## src/rtl/dmem_arbiter_pkg.sv

```systemverilog
// Shared types for the data-memory arbiter: FSM states, port-owner
// encoding and the fixed access size used by the debug port.
package Dmem_Arb_PKG;

  typedef enum logic [1:0] {
    ARB_IDLE = 2'd0,
    ARB_WAIT = 2'd1,
    ARB_ACK  = 2'd2
  } arb_state_t;

  typedef enum logic [1:0] {
    OWN_NONE = 2'd0,
    OWN_CORE = 2'd1,
    OWN_DBG  = 2'd2
  } arb_owner_t;

  // Debug accesses are always full 32-bit words.
  localparam logic [2:0] DBG_FUNCT3 = 3'b010;

endpackage

```

## src/rtl/dmem_arb_age_ctr.sv

```systemverilog
// Saturating ageing counter: counts the cycles a pending debug request has
// lost arbitration to the core. Stops at MAX_WAIT and never wraps.
module dmem_arb_age_ctr #(
  parameter int MAX_WAIT = 4
) (
  input  logic clk,
  input  logic reset,
  input  logic clear,
  input  logic inc,
  output logic at_max
);

  localparam int AGE_W = $clog2(MAX_WAIT + 1);
  localparam logic [AGE_W-1:0] AGE_MAX = AGE_W'(MAX_WAIT);

  logic [AGE_W-1:0] age;

  // Clear wins over increment; increment holds once the ceiling is reached.
  always_ff @(posedge clk or posedge reset) begin
    if (reset) begin
      age <= '0;
    end else if (clear) begin
      age <= '0;
    end else if (inc && (age != AGE_MAX)) begin
      age <= age + AGE_W'(1);
    end
  end

  assign at_max = (age == AGE_MAX);

endmodule

```

## src/rtl/dmem_arbiter.sv

```systemverilog
// Data-memory arbiter between the MEM stage (core) and a debug/loader port.
// The core has priority; an ageing counter forces a debug slot after
// MAX_WAIT lost cycles, freezing the pipeline for that one cycle.
// Optional build macro DMEM_ARB_STATS_EN adds stall and debug-ack counters.
module dmem_arbiter
  import Dmem_Arb_PKG::*;
#(
  parameter int DATA_W     = 32,
  parameter int DM_ADDRESS = 9,
  parameter int MAX_WAIT   = 4
) (
  input  logic                  clk,
  input  logic                  reset,
  input  logic                  core_rd,
  input  logic                  core_wr,
  input  logic [DM_ADDRESS-1:0] core_addr,
  input  logic [DATA_W-1:0]     core_wdata,
  input  logic [2:0]            core_funct3,
  output logic [DATA_W-1:0]     core_rdata,
  output logic                  core_stall,
  input  logic                  dbg_req,
  input  logic                  dbg_we,
  input  logic [DM_ADDRESS-1:0] dbg_addr,
  input  logic [DATA_W-1:0]     dbg_wdata,
  output logic                  dbg_ack,
  output logic [DATA_W-1:0]     dbg_rdata,
  output logic                  mem_rd,
  output logic                  mem_wr,
  output logic [DM_ADDRESS-1:0] mem_addr,
  output logic [DATA_W-1:0]     mem_wdata,
  output logic [2:0]            mem_funct3,
  input  logic [DATA_W-1:0]     mem_rdata
`ifdef DMEM_ARB_STATS_EN
  ,
  output logic [31:0]           stall_cnt,
  output logic [31:0]           dbg_cnt
`endif
);

  arb_state_t state;
  arb_owner_t owner;
  logic       core_req;
  logic       dbg_elig;
  logic       dbg_grant;
  logic       age_at_max;
  logic       age_inc;
  logic       age_clear;

  // A request presented during its own ACK cycle is ignored; it becomes a new
  // transaction from the following cycle.
  assign core_req   = core_rd | core_wr;
  assign dbg_elig   = dbg_req & (state != ARB_ACK);
  assign dbg_grant  = dbg_elig & (~core_req | age_at_max);
  assign core_stall = dbg_elig & core_req & age_at_max;

  // Age only while a debug request is losing; any other outcome restarts it.
  assign age_inc    = dbg_elig & ~dbg_grant;
  assign age_clear  = ~age_inc;

  dmem_arb_age_ctr #(
    .MAX_WAIT (MAX_WAIT)
  ) u_age_ctr (
    .clk    (clk),
    .reset  (reset),
    .clear  (age_clear),
    .inc    (age_inc),
    .at_max (age_at_max)
  );

  // Select this cycle's single owner of the memory port.
  always_comb begin
    if (dbg_grant) begin
      owner = OWN_DBG;
    end else if (core_req) begin
      owner = OWN_CORE;
    end else begin
      owner = OWN_NONE;
    end
  end

  // Route the owner's fields to the memory; idle port keeps core fields with no strobes.
  always_comb begin
    mem_rd     = 1'b0;
    mem_wr     = 1'b0;
    mem_addr   = core_addr;
    mem_wdata  = core_wdata;
    mem_funct3 = core_funct3;
    core_rdata = '0;
    case (owner)
      OWN_CORE: begin
        mem_rd     = core_rd;
        mem_wr     = core_wr;
        core_rdata = mem_rdata;
      end
      OWN_DBG: begin
        mem_rd     = ~dbg_we;
        mem_wr     = dbg_we;
        mem_addr   = dbg_addr;
        mem_wdata  = dbg_wdata;
        mem_funct3 = DBG_FUNCT3;
      end
      default: begin
      end
    endcase
  end

  // Debug transaction FSM with registered ack pulse and captured read data.
  always_ff @(posedge clk or posedge reset) begin
    if (reset) begin
      state     <= ARB_IDLE;
      dbg_ack   <= 1'b0;
      dbg_rdata <= '0;
    end else begin
      dbg_ack <= 1'b0;
      case (state)
        ARB_IDLE, ARB_WAIT: begin
          if (dbg_grant) begin
            state   <= ARB_ACK;
            dbg_ack <= 1'b1;
            if (!dbg_we) begin
              dbg_rdata <= mem_rdata;
            end
          end else if (dbg_req) begin
            state <= ARB_WAIT;
          end else begin
            state <= ARB_IDLE;
          end
        end
        ARB_ACK: begin
          state <= ARB_IDLE;
        end
        default: begin
          state <= ARB_IDLE;
        end
      endcase
    end
  end

`ifdef DMEM_ARB_STATS_EN
  // Free-running event counters; wrap naturally at 2^32.
  always_ff @(posedge clk or posedge reset) begin
    if (reset) begin
      stall_cnt <= '0;
      dbg_cnt   <= '0;
    end else begin
      if (core_stall) begin
        stall_cnt <= stall_cnt + 32'd1;
      end
      if (dbg_ack) begin
        dbg_cnt <= dbg_cnt + 32'd1;
      end
    end
  end
`endif

endmodule
```

## config.mk

```make
export PLATFORM = sky130hd
export DESIGN_NAME = dmem_arbiter
export DESIGN_NICKNAME = d
export VERILOG_FILES = /design/src/rtl/dmem_arbiter_pkg.sv /design/src/rtl/dmem_arb_age_ctr.sv /design/src/rtl/dmem_arbiter.sv
export SDC_FILE = /design/constraint.sdc
export NUM_CORES = 1
export LEC_CHECK = 0
export ABC_CLOCK_PERIOD_IN_PS = 1900
export CORE_MARGIN = 2
export CORE_UTILIZATION = 30
export DETAILED_ROUTE_END_ITERATION = 7
export PLACE_DENSITY = 0.82
export SLEW_MARGIN = 20
export SYNTH_ARGS = -nofsm -noshare
export SYNTH_HDL_FRONTEND = slang
export SYNTH_SLANG_ARGS = --single-unit
```

## constraint.sdc

```tcl
create_clock -name clk -period 1.9 [get_ports clk]
set_input_delay 0.285 -clock clk [delete_from_list [all_inputs] [get_ports clk]]
set_output_delay 0.285 -clock clk [all_outputs]
set_load 0.005 [all_outputs]
```

# == Yosys cells after proc, flatten, opt, wreduce, memory -nomap -nowiden ==
# Index checks and enable logic that the tools add are counted.
# W data, S select, Z words.
# totals
word_cells,41
ff_bits,38
out_inout_bits,112
# classes
n_addsub,1
eq_ne,7
bitwise_logic,10
n_reduce_logical,4
muxes,15
# ops
op,n
$mux W32,2
$mux W3,3
$mux W9,1
$mux W2,3
$and A1 B1 Y1,5
$eq A2 B1 Y1 const B,2
$mux W1,4
$ne A2 B2 Y1 const B,2
$pmux W1 S2,2
$add A3 B1 Y3 const B,1
$eq A3 B3 Y1 const B,1
$ne A3 B3 Y1 const B,1
$not A1 Y1,3
$reduce_and A3 Y1,1
$eq A2 B2 Y1 const B,1
$logic_not A2 Y1,1
$or A1 B1 Y1,2
$reduce_or A2 Y1,1
$logic_and A1 B1 Y1,1

# == Longest topological paths before layout ==
# logic_depth
word_depth,9
depth_mapped,7

# == Cells and area by module ==
# Synthesis repeated with hierarchy kept, for this count alone.
# hier_totals
cells_unflattened,192
area_unflattened_um2,2419.8
# modules_own_cells
module,cells_each,n_inst,seq_area_each_um2,area_per_inst_um2
dmem_arbiter,173,1,850.8,2218.4
dmem_arb_age_ctr,19,1,75.1,201.4

# == Least setup slack after synthesis ==
# Ideal clock, no wire load.
# synth_timing
path_type,register -> output
startpoint,reg u_age_ctr.age[0]
endpoint,out mem_addr[0]
stages_incl_launch_ff,7
path_buffers,1
arrival_ps,1520
path_slack_ps,95
cell_sequence,dfrtp_1 -> inv_1 -> ha_1 -> o2bb2ai_1 -> nand3_2 -> buf_2 -> mux2_2
# synth_via
elab_chain_cells,6
# synth_rtl
item,line,source
start: declaration,dmem_arb_age_ctr.sv:16,logic [AGE_W-1:0] age;
start signal: assignment,dmem_arb_age_ctr.sv:25,age <= age + AGE_W'(1);
$eq A3 B3 Y1,dmem_arb_age_ctr.sv:29,assign at_max = (age == AGE_MAX);
$or A1 B1 Y1,dmem_arbiter.sv:53,assign dbg_grant = dbg_elig & (~core_req | age_at_max);
$and A1 B1 Y1,dmem_arbiter.sv:53,
$mux W2,dmem_arbiter.sv:72,if (dbg_grant) begin
$eq A2 B2 Y1,dmem_arbiter.sv:89,case (owner)
$mux W9,dmem_arbiter.sv:89,
end: declaration,dmem_arbiter.sv:29,"output logic [DM_ADDRESS-1:0] mem_addr,"
# No other way between the ends.

# == Final worst setup path ==
# layout_timing
startpoint,reg u_age_ctr.age[1]
endpoint,out mem_wdata[6]
# layout_via
elab_chain_cells,6
# layout_rtl
item,line,source
$eq A3 B3 Y1,dmem_arb_age_ctr.sv:29,
$or A1 B1 Y1,dmem_arbiter.sv:53,
$and A1 B1 Y1,dmem_arbiter.sv:53,
$mux W2,dmem_arbiter.sv:72,
$eq A2 B2 Y1,dmem_arbiter.sv:89,
$mux W32,dmem_arbiter.sv:89,
end: declaration,dmem_arbiter.sv:30,"output logic [DATA_W-1:0] mem_wdata,"
# No other way between the ends.

==> flow_summary.json <==
{
  "core-area_um2": 7650,
  "path_clk_slew_ns": 0.08,
  "fin_crit_ns": 2.25,
  "numClockSinks": 37,
  "p_per_area_nw_per_um2": 581,
  "wl_um": 11500,
  "die_w_um": 92.6,
  "start_util_pct": 30.8,
  "finalNonFillerCells": 569,
  "power_switching_mw": 0.861,
  "syn_area_per_cell_um2": 12.9,
  "dp_cells": 529,
  "grt_pass1_vias": 2879,
  "post_dp_cell_area_um2": 4940,
  "internal_power_mw": 2.43,
  "final_hold_viol_count": 0,
  "min_path_type": "input pin to async pin",
  "drcViolationCount": 0,
  "p_clk_share_pct": 17.9,
  "nets": 591,
  "n_antenna_cell": 0,
  "swShare_pct": 26.2,
  "outcome": "complete, but fails checks",
  "finalInstanceArea_um2": 5670,
  "avgViaCountPerCell": 4.58,
  "grt_usage_pct": 26.1,
  "drtPass1Iterations": 4,
  "p_leak_nw": 2.68,
  "tightest_slew_ns": 0.313,
  "ys_seq_area_share_pct": 39.3,
  "finalSetupViolations": 110,
  "clk_latency_ns": 0.29,
  "clock_path_buffers": 2,
  "cts_tree": "built",
  "setup_ws_ns": -0.349,
  "pre_cts_ws_ns": -0.468,
  "cts-root-buf": "clkbuf_8",
  "num_rows": 32,
  "io_pins": 235,
  "drt_iter0_markers": 71,
  "dieHeight_um": 92.6,
  "nFillCells": 470,
  "synth_cell_types": 20,
  "seq_power_share_pct": 32.5,
  "synth.net_count": 307,
  "antenna_found_initial": 0,
  "htreeDepth": 2,
  "syn_inst": 182,
  "worstPathRequired_ns": 1.62,
  "end_kind": "primary output",
  "combPwrFrac_pct": 49.6,
  "hpwlAfterDp_um": 7680,
  "cts_made_buffers": 5,
  "die_area_um2": 8570,
  "cp_max_fo": 5,
  "worst-endpoint-arrival_ns": 1.96,
  "synth_warnings": 0,
  "vdd_ir_drop_max_uv": 351,
  "hold_slack_ns": 0.385,
  "rsz0062_at_grt": "yes",
  "antenna_left": 0,
  "critPathKind": "register to primary output",
  "grt_max_degree": 21,
  "routabilityCongestion": 0.897,
  "maxSlewViolCount": 0,
  "fin_crit_sh_pct": 118,
  "worst_setup_path_start_kind": "register",
  "grt.overflow.total": 0,
  "post_drt_wl_per_cell_um": 20.2,
  "relSlewSlack_pct": 79.1,
  "layout-drive-gt1-share_pct": 54.8,
  "finalClockSkew_ns": 0.0130,
  "violations": "setup timing",
  "syn-cell-area_um2": 2350,
  "ys_ff_latch": 37,
  "vias": 2605,
  "area_growth_pct": 141,
  "fmax_ghz": 0.445,
  "grt_pass1_wl_um": 16900,
  "port-buffer-count": 234,
  "max_cap_violations": 0,
  "p_total_mw": 3.29
}
Yosys cell counts, drive strengths merged:
library cell,number,share of area (%)
a2bb2oi,1,0.64
a41oi,1,0.37
and2,34,9.0
buf,8,3.9
clkbuf,3,0.48
dfrtp,37,39
ha,2,1.1
inv,5,0.80
mux2,74,40
nand2b,3,0.80
nand3,2,0.64
nand4,1,0.27
nor2,7,1.1
o2bb2ai,2,0.74
or3,1,0.27
xnor2,1,0.37
cell type report:
type / instances / area (µm²) / share of cell area [%]
Timing Repair Buffer: 288 / 3000 / 52.9
Multi-Input combinational cell: 129 / 1500 / 26.5
Sequential cell: 37 / 926 / 16.3
Tap cell: 102 / 128 / 2.25
Clock buffer: 6 / 82.6 / 1.46
Inverter: 5 / 18.8 / 0.331
Clock inverter: 2 / 13.8 / 0.243
worst max-delay path, stage by stage, from the launching register on:
cell and delay (ns):
dfrtp_1 0.41, inv_2 0.09, ha_4 0.16, o2bb2ai_4 0.13, nand3_4 0.15, buf_6 0.17
buf_12 0.13, mux2_4 0.32, buf_6 0.12
what timing repair did:
item,CTS,global route
hold buffers,0,0
endpoints found under the setup margin,111,111
pin swaps,26,7
gates cloned,9,1
setup buffers,25,6
gates resized for setup,377,62
worst paths after layout:
path | depth (start not counted) | slack (ns) | from | endpoint
max | 8 | -0.35 | u_age_ctr.age[1] | mem_wdata[6]
min | 3 | 0.38 | reset | dbg_rdata[16]
max reg2reg | 10 | -0.24 | u_age_ctr.age[1] | dbg_rdata[5]
min reg2reg | 1 | 0.51 | dbg_rdata[31] | dbg_rdata[31]
max in group asynchronous | 3 | 1.28 | reset | u_age_ctr.age[0]
min in group clk | 1 | 0.51 | dbg_rdata[31] | dbg_rdata[31]
sequential cells by signal, summed over array words and instances (netlist names):
signal	flops
u_age_ctr.age	3
state	1
dbg_ack	1
dbg_rdata	32
layer usage:
layer	up-vias	GRT usage [%]	part of all wire, %
met3	18	6.18	6.2
met1	1262	32.1	41
met4	0	5.85	1.8
met5	-	0	0
li1	1202	-	-
met2	123	46.2	51
cell usage in the layout, fill, tap and decap left out, drive strengths merged, types with 3 or more instances in the layout:
| cell | count |
|---|---|
| buf | 119 |
| dlygate4sd2 | 3 |
| clkdlybuf4s50 | 153 |
| nor2 | 7 |
| inv | 5 |
| mux2 | 74 |
| clkbuf | 19 |
| and2 | 34 |
| dfrtp | 37 |
| nand2b | 3 |
metrics by stage:
| stage | utilization, % | setup TNS, ns |
|---|---|---|
| floorplan | - | 0 |
| global placement | 64.7 | -41.65 |
| detailed placement | 64.7 | -42.22 |
| CTS | 73.2 | -20.97 |
| global route | 74.1 | -31.11 |
| finish | 74.1 | -26.69 |
kinds of logic (layout without fill, tap and decap cells):
logic type / Yosys count / count (layout) / synth area share, %
xor gates and xnor gates: 1 / 1 / 0.372
and+or+nand+nor: 48 / 48 / 12.1
muxes: 74 / 74 / 40.2
AOI/OAI and AO/OA: 4 / 4 / 1.75
DFF: 37 / 37 / 39.3
buffers and inverters: 16 / 301 / 5.16
adders and majority gates: 2 / 2 / 1.06
power by group through the flow:
stage,Sequential [mW],Clock (mW),Combinational [mW]
after global placement,1.07,0,1.40
final,1.07,0.589,1.63
after global routing,1.09,0.632,1.72
after CTS,1.06,0.585,1.57
after floorplan,1.08,0,0.448
after detailed placement,1.07,0,1.42
Note: power is estimated with default switching activity, not from simulation.
